$ cat src/rtl/spi_seq_pkg.sv
// +----------------------------------------------------------------------+
// | spi_seq_pkg: opcodes, FSM states and status bit positions            |
// | Rev 1.0                                                              |
// +----------------------------------------------------------------------+
`default_nettype none

package spi_seq_pkg;

   typedef enum logic [7:0] {
      OP_NOP        = 8'h00,
      OP_SOFT_RST   = 8'h01,
      OP_FORCE_TRIG = 8'h02,
      OP_SCAN       = 8'h03,
      OP_ABORT      = 8'h04
   } opcode_e;

   typedef enum logic [2:0] {
      IDLE        = 3'd0,
      RST_PULSE   = 3'd1,
      TRIG_PULSE  = 3'd2,
      SCAN_FIND   = 3'd3,
      SCAN_SETTLE = 3'd4,
      SCAN_STROBE = 3'd5
   } state_e;

   localparam int unsigned STAT_BUSY   = 0;
   localparam int unsigned STAT_DONE   = 1;
   localparam int unsigned STAT_ERR    = 2;
   localparam int unsigned STAT_REJECT = 3;
   localparam int unsigned STAT_CH_LSB = 4;
   localparam int unsigned STAT_REPEAT = 7;

   function automatic logic op_is_valid(input logic [7:0] op);
      return (op <= 8'(OP_ABORT));
   endfunction

endpackage

`default_nettype wire

$ cat src/rtl/seq_pulse_timer.sv
// +----------------------------------------------------------------------+
// | seq_pulse_timer: 8-bit loadable down-counter, done on terminal count  |
// | Rev 1.0                                                              |
// +----------------------------------------------------------------------+
`default_nettype none

module seq_pulse_timer (
   input  logic       sclk,
   input  logic       rstn,
   input  logic       load_i,
   input  logic [7:0] len_i,
   output logic       done_o
);

   logic [7:0] cnt_q;

   always_ff @(posedge sclk or negedge rstn) begin
      if (!rstn) begin
         cnt_q <= 8'd0;
      end else if (load_i) begin
         cnt_q <= len_i;
      end else if (cnt_q != 8'd0) begin
         cnt_q <= cnt_q - 8'd1;
      end
   end

   // A load of N yields done during the N-th cycle after the load edge.
   assign done_o = (cnt_q == 8'd1);

endmodule

`default_nettype wire

$ cat src/rtl/spi_instr_sequencer.sv
// +----------------------------------------------------------------------+
// | spi_instr_sequencer: SPI instruction decode into AFE control pulses  |
// | Optional macro SEQ_CMD_COUNT_EN builds the accepted-command counter. |
// | Rev 1.0                                                              |
// +----------------------------------------------------------------------+
`default_nettype none

module spi_instr_sequencer
   import spi_seq_pkg::*;
#(
   parameter int unsigned PULSE_LEN  = 4,
   parameter int unsigned SETTLE_CYC = 2,
   parameter int unsigned NUM_CH     = 8
) (
   input  logic                      sclk,
   input  logic                      rstn,
   input  logic                      instr_we,
   input  logic [7:0]                instr,
   input  logic [NUM_CH-1:0]         trigger_ch_mask,
   input  logic [7:0]                mode,
   output logic                      busy,
   output logic                      soft_rstn_out,
   output logic                      trig_pulse,
   output logic [$clog2(NUM_CH)-1:0] ch_sel,
   output logic                      ch_strobe,
   output logic [7:0]                status,
   output logic [7:0]                cmd_count
);

   localparam int unsigned CW = $clog2(NUM_CH);

   state_e            state_q;
   logic              busy_q, srst_n_q, trig_q, strobe_q;
   logic              done_q, err_q, rej_q, rep_q;
   logic [CW-1:0]     ch_sel_q;
   logic [NUM_CH-1:0] snap_q, rem_q;

   logic       cmd_unknown, cmd_accept, cmd_abort, cmd_reject;
   logic       tmr_load, tmr_done;
   logic [7:0] tmr_len;
   logic       unused_mode;

   assign unused_mode = ^mode[7:1];

   function automatic logic [CW-1:0] lowest_set(input logic [NUM_CH-1:0] m);
      lowest_set = '0;
      for (int i = NUM_CH - 1; i >= 0; i--) begin
         if (m[i]) lowest_set = CW'(i);
      end
   endfunction

   always_comb begin
      cmd_unknown = instr_we && !op_is_valid(instr);
      cmd_accept  = instr_we && op_is_valid(instr) && (state_q == IDLE)
                    && (instr != 8'(OP_NOP)) && (instr != 8'(OP_ABORT));
      cmd_abort   = instr_we && (state_q != IDLE) && (instr == 8'(OP_ABORT));
      cmd_reject  = instr_we && op_is_valid(instr) && (state_q != IDLE)
                    && (instr != 8'(OP_ABORT));
      tmr_load    = 1'b0;
      tmr_len     = 8'd0;
      if (cmd_accept && (instr != 8'(OP_SCAN))) begin
         tmr_load = 1'b1;
         tmr_len  = 8'(PULSE_LEN);
      end else if (!cmd_abort && (state_q == SCAN_FIND) && (rem_q != '0)
                   && (SETTLE_CYC != 0)) begin
         tmr_load = 1'b1;
         tmr_len  = 8'(SETTLE_CYC);
      end
   end

   seq_pulse_timer u_timer (
      .sclk   (sclk),
      .rstn   (rstn),
      .load_i (tmr_load),
      .len_i  (tmr_len),
      .done_o (tmr_done)
   );

   always_ff @(posedge sclk or negedge rstn) begin
      if (!rstn) begin
         state_q  <= IDLE;
         busy_q   <= 1'b0;
         srst_n_q <= 1'b1;
         trig_q   <= 1'b0;
         strobe_q <= 1'b0;
         done_q   <= 1'b0;
         err_q    <= 1'b0;
         rej_q    <= 1'b0;
         rep_q    <= 1'b0;
         ch_sel_q <= '0;
         snap_q   <= '0;
         rem_q    <= '0;
      end else begin
         if (cmd_unknown) err_q <= 1'b1;
         if (cmd_reject)  rej_q <= 1'b1;

         // Abort takes priority over any completion on the same edge.
         if (cmd_abort) begin
            state_q  <= IDLE;
            busy_q   <= 1'b0;
            srst_n_q <= 1'b1;
            trig_q   <= 1'b0;
            strobe_q <= 1'b0;
            rep_q    <= 1'b0;
         end else begin
            case (state_q)
               IDLE: begin
                  if (cmd_accept) begin
                     busy_q <= 1'b1;
                     done_q <= 1'b0;
                     err_q  <= 1'b0;
                     rej_q  <= 1'b0;
                     if (instr == 8'(OP_SOFT_RST)) begin
                        state_q  <= RST_PULSE;
                        srst_n_q <= 1'b0;
                     end else if (instr == 8'(OP_FORCE_TRIG)) begin
                        state_q <= TRIG_PULSE;
                        trig_q  <= 1'b1;
                     end else begin
                        state_q <= SCAN_FIND;
                        snap_q  <= trigger_ch_mask;
                        rem_q   <= trigger_ch_mask;
                        rep_q   <= mode[0];
                     end
                  end
               end
               RST_PULSE: begin
                  if (tmr_done) begin
                     state_q  <= IDLE;
                     busy_q   <= 1'b0;
                     srst_n_q <= 1'b1;
                     done_q   <= 1'b1;
                  end
               end
               TRIG_PULSE: begin
                  if (tmr_done) begin
                     state_q <= IDLE;
                     busy_q  <= 1'b0;
                     trig_q  <= 1'b0;
                     done_q  <= 1'b1;
                  end
               end
               SCAN_FIND: begin
                  if (rem_q != '0) begin
                     ch_sel_q <= lowest_set(rem_q);
                     if (SETTLE_CYC == 0) begin
                        state_q  <= SCAN_STROBE;
                        strobe_q <= 1'b1;
                     end else begin
                        state_q <= SCAN_SETTLE;
                     end
                  end else if (rep_q && (snap_q != '0)) begin
                     rem_q <= snap_q;
                  end else begin
                     state_q <= IDLE;
                     busy_q  <= 1'b0;
                     done_q  <= 1'b1;
                     rep_q   <= 1'b0;
                  end
               end
               SCAN_SETTLE: begin
                  if (tmr_done) begin
                     state_q  <= SCAN_STROBE;
                     strobe_q <= 1'b1;
                  end
               end
               SCAN_STROBE: begin
                  strobe_q        <= 1'b0;
                  rem_q[ch_sel_q] <= 1'b0;
                  state_q         <= SCAN_FIND;
               end
               default: begin
                  state_q  <= IDLE;
                  busy_q   <= 1'b0;
                  srst_n_q <= 1'b1;
                  trig_q   <= 1'b0;
                  strobe_q <= 1'b0;
                  rep_q    <= 1'b0;
               end
            endcase
         end
      end
   end

   assign busy          = busy_q;
   assign soft_rstn_out = srst_n_q;
   assign trig_pulse    = trig_q;
   assign ch_sel        = ch_sel_q;
   assign ch_strobe     = strobe_q;

   always_comb begin
      status                       = 8'h00;
      status[STAT_BUSY]            = busy_q;
      status[STAT_DONE]            = done_q;
      status[STAT_ERR]             = err_q;
      status[STAT_REJECT]          = rej_q;
      status[STAT_CH_LSB +: 3]     = 3'(ch_sel_q);
      status[STAT_REPEAT]          = rep_q;
   end

`ifdef SEQ_CMD_COUNT_EN
   logic [7:0] cmd_cnt_q;

   always_ff @(posedge sclk or negedge rstn) begin
      if (!rstn) begin
         cmd_cnt_q <= 8'd0;
      end else if (cmd_accept) begin
         cmd_cnt_q <= cmd_cnt_q + 8'd1;
      end
   end

   assign cmd_count = cmd_cnt_q;
`else
   assign cmd_count = 8'h00;
`endif

endmodule

`default_nettype wire

$ cat config.mk
export PLATFORM = sky130hd
export DESIGN_NAME = spi_instr_sequencer
export DESIGN_NICKNAME = d
export VERILOG_FILES = /design/src/rtl/spi_seq_pkg.sv /design/src/rtl/seq_pulse_timer.sv /design/src/rtl/spi_instr_sequencer.sv
export SDC_FILE = /design/constraint.sdc
export NUM_CORES = 1
export LEC_CHECK = 0
export ABC_AREA = 1
export CAP_MARGIN = 20
export CORE_MARGIN = 2
export CORE_UTILIZATION = 54
export DETAILED_ROUTE_END_ITERATION = 10
export PLACE_DENSITY = 0.81
export SYNTH_ARGS = -nofsm -noshare
export SYNTH_HDL_FRONTEND = slang
export SYNTH_HIERARCHICAL = 1
export SYNTH_SLANG_ARGS = --single-unit
$ cat constraint.sdc
create_clock -name sclk -period 2.7 [get_ports sclk]
set_clock_uncertainty 0.1 [all_clocks]
set_input_delay 0.54 -clock sclk [delete_from_list [all_inputs] [get_ports sclk]]
set_output_delay 0.54 -clock sclk [all_outputs]
set_load 0.005 [all_outputs]
==> metrics.md <==
| Metric | Value |
|---|---|
| Status | complete, no violations |
| Core area | roughly 5100 sq um |
| Startpoint Class | input port |
| Final setup TNS | 0 ns |
| Post-synthesis register bit count | 38 |
| Number of setup buffers added after CTS | 0 |
| WL/cell | ~12 microns |
| CP Class | input port to register |
| Share of layout cells above drive strength 1 | ~14% |
| Placed inst area | around 3200 sq um |
| Worst-path fanout max | 6 |
| Layout area overhead | 14.7% |
| Worst EP required | approximately 2.8 ns |
| Clock tree from TritonCTS | yes |
| Mapped Cells | approximately 400 |
| Total track usage | a little under a quarter |
| Sequential area share after synthesis | 33.3% |
| DRT iter0 DRCs | roughly 180 |
| Rows | 26 |
| Vias post-DR | ~2600 |
| Clk_lat worst skew | ~0.30 ns |
| Crit. End Element | register |
| Initial antenna violation count | 0 |
| CTS hold repair buffers | 0 |
| WHS | around 0.25 ns |
| RSZ-0062 raised after global routing | false |
| Reg clk slew, reported paths | approximately 0.07 ns |
| Top post-synthesis cells by area | dfrtp_1, nand2_1, nand3_1 |
| Top-area cell type share of the netlist area | 32.4% |
| Commonest non-fill, non-tap cell in the layout | nand2_1 |
| Yosys warnings | 6 |
| Initial DRT Pass Iterations | 4 |
| Most frequent cells in the layout | nand2_1, nor2_1, inv_1 |
| Grt ovf | 0 |
| Setup Viol. Count Final | 0 |
| Synth area leader | dfrtp_1 |
| Syn Area/Cell | approximately 7.0 sq um |
| Clock Tree Root | clkbuf_8 |
| Die H | between 70 and 80 microns |
| Max-cap check violation count | 0 |
| Vias per cell | around 5 |
| DR DRC count | 0 |
| DIE WIDTH | about 77 microns |
| Slowest cell on the critical path | clkdlybuf4s50_1 |
| Pwr/cell area | between 900 and 1000 nW/um^2 |
| Ant. Diodes | 0 |
| Period utilization | a little under nine tenths |
| Die area | 5900 sq um |
| Global placer's final weighted congestion | between 0.9 and 1 |
| Final Cell Area | between 3000 and 4000 sq um |
| CP Data Arrival Time | ~2.4 ns |
| Cell Area, Synth | around 2900 sq um |
| Final Critical Period | roughly 2.3 ns |
| Overall routed net length | 6240 microns |
| CP max stage delay | around 0.40 ns |
| CTS H-tree depth | 2 |
| Worst VDD drop | 0.617 mV |
| Final slew viol count | 0 |
| Fin. Hold Viols | 0 |
| CTS Buffer Depth | 2 |
| Routed Antenna Nets | 0 |
| Largest net degree at the start of global routing | 39 |
| Post-CTS sizing | 0 |
| First-pass GRT wire length | 11100 microns |
| Nets | roughly 470 |
| IO Pins | 50 |
| Vias in the first global route | between 2000 and 2500 |
| F_max | 436 MHz |
| Buffers on Ports | 34 |
| CTS Buf Count | 5 |
| Yosys cell types | 35 |
| Leak | ~1.7 nW |
| Worst R2R Setup Slack | approximately 0.55 ns |
| Worst Max-Slew Pin Slew | approximately 0.84 ns |
| Worst Hold Class | input port to async pin |
| Hpwl dp | about 5000 microns |
| Clk sink count | 38 |
| CP Cell Sequence | clkdlybuf4s50_1 > nor2_1 > nand2_1 > nor2_1 > nand2_2 > nand2_1 > o21ai_0 > inv_2 > nand3_4 > nor2_8 > inv_6 > nand2_2 > o21ai_2 |
| Relative slew margins | a little over two fifths |
| Starting Density | 56.0% |
## metrics by stage
step	util (%)	instances	worst slack, ns	total power, mW
final	64.2	514	0.404	3.12
after global routing	64.2	514	0.184	3.43
after CTS	64.2	514	0.409	3.13
after detailed placement	62.7	507	0.108	2.75
after global placement	62.7	507	0.166	2.70
after floorplan	-	419	0.511	2.32
## cell families (layout without fill, tap and decap cells)
group                      after synthesis  count (layout)  share of synthesized area, %
DFF                                     38              38                          33.3
and+or+nand+nor                        233             233                          39.2
adders and majority gates                3               3                          1.31
other                                    1              14                         0.131
buffers and inverters                   78             103                          13.6
AOI/OAI and AO/OA                       53              53                          12.6
## area by class of cell
type,instances,area (sq um)
clock buffer,7,76.3
fill,490,1830
inverter,57,221
multi-input combinational,303,1570
sequential,38,952
tap,70,87.6
timing repair buffer,39,373
## cell usage after synthesis
cell type  number
nand2_1       108
nor2_1         54
inv_1          48
nand3_1        42
dfrtp_1        37
buf_4          17
o21ai_0        15
o21ai_2        13
a21oi_1         9
o211ai_1        9
inv_2           7
nor2_4          7
nand2_2         6
buf_6           3
ha_1            3
nand2_4         3
nor2_2          3
a21oi_2         2
nand3_4         2
nor2_8          2
nor3_1          2
a22o_1          1
a32oi_1         1
buf_2           1
conb_1          1
dfstp_2         1
inv_4           1
inv_6           1
nand3_2         1
nand4_1         1
nand4_4         1
nor3_2          1
o21a_1          1
o21bai_1        1
o31ai_1         1
## worst max-delay path: cells and delay by family
family                 cells  cell delay (ns)
AOI/OAI and AO/OA          2             0.18
buffers and inverters      3             0.63
and+or+nand+nor            8             1.02
## registers in the layout, summed over array words and instances (netlist names)
name and cells:
rem_q 8, rep_q 1, trig_pulse 1, done_q 1, ch_strobe 1, busy 1, soft_rstn_out 1, snap_q 8
ch_sel 3, state_q 3, u_timer/cnt_q 8, err_q 1, rej_q 1
## where the power goes
part / total [mW] / leakage (nW) / internal [mW] / switching [mW]
clock: 0.374 / 0.0383 / 0.178 / 0.197
sequential: 1.02 / 0.473 / 0.778 / 0.244
combinational: 1.73 / 1.15 / 0.680 / 1.05
## final timing paths
kind                                from                to  cells past startpoint
max                             instr[5]  u_timer/cnt_q[1]                     13
min                                 rstn             err_q                      1
max reg2reg                   state_q[0]  u_timer/cnt_q[2]                     11
min reg2reg                soft_rstn_out     soft_rstn_out                      2
max in group asynchronous           rstn              busy                      1
min in group sclk          soft_rstn_out     soft_rstn_out                      2
## routing by layer
| metal | wire length [microns] | share of wire, % | vias to the layer above | track usage [%] |
|---|---|---|---|---|
| li1 | - | - | 1336 | - |
| met5 | 0 | 0 | - | 0 |
| met3 | 217 | 3.5 | 10 | 3.88 |
| met2 | 2960 | 47 | 52 | 37.5 |
| met4 | 102 | 1.6 | 0 | 7.45 |
| met1 | 2960 | 47 | 1182 | 31.0 |
Note: power is estimated with default switching activity, not from simulation.
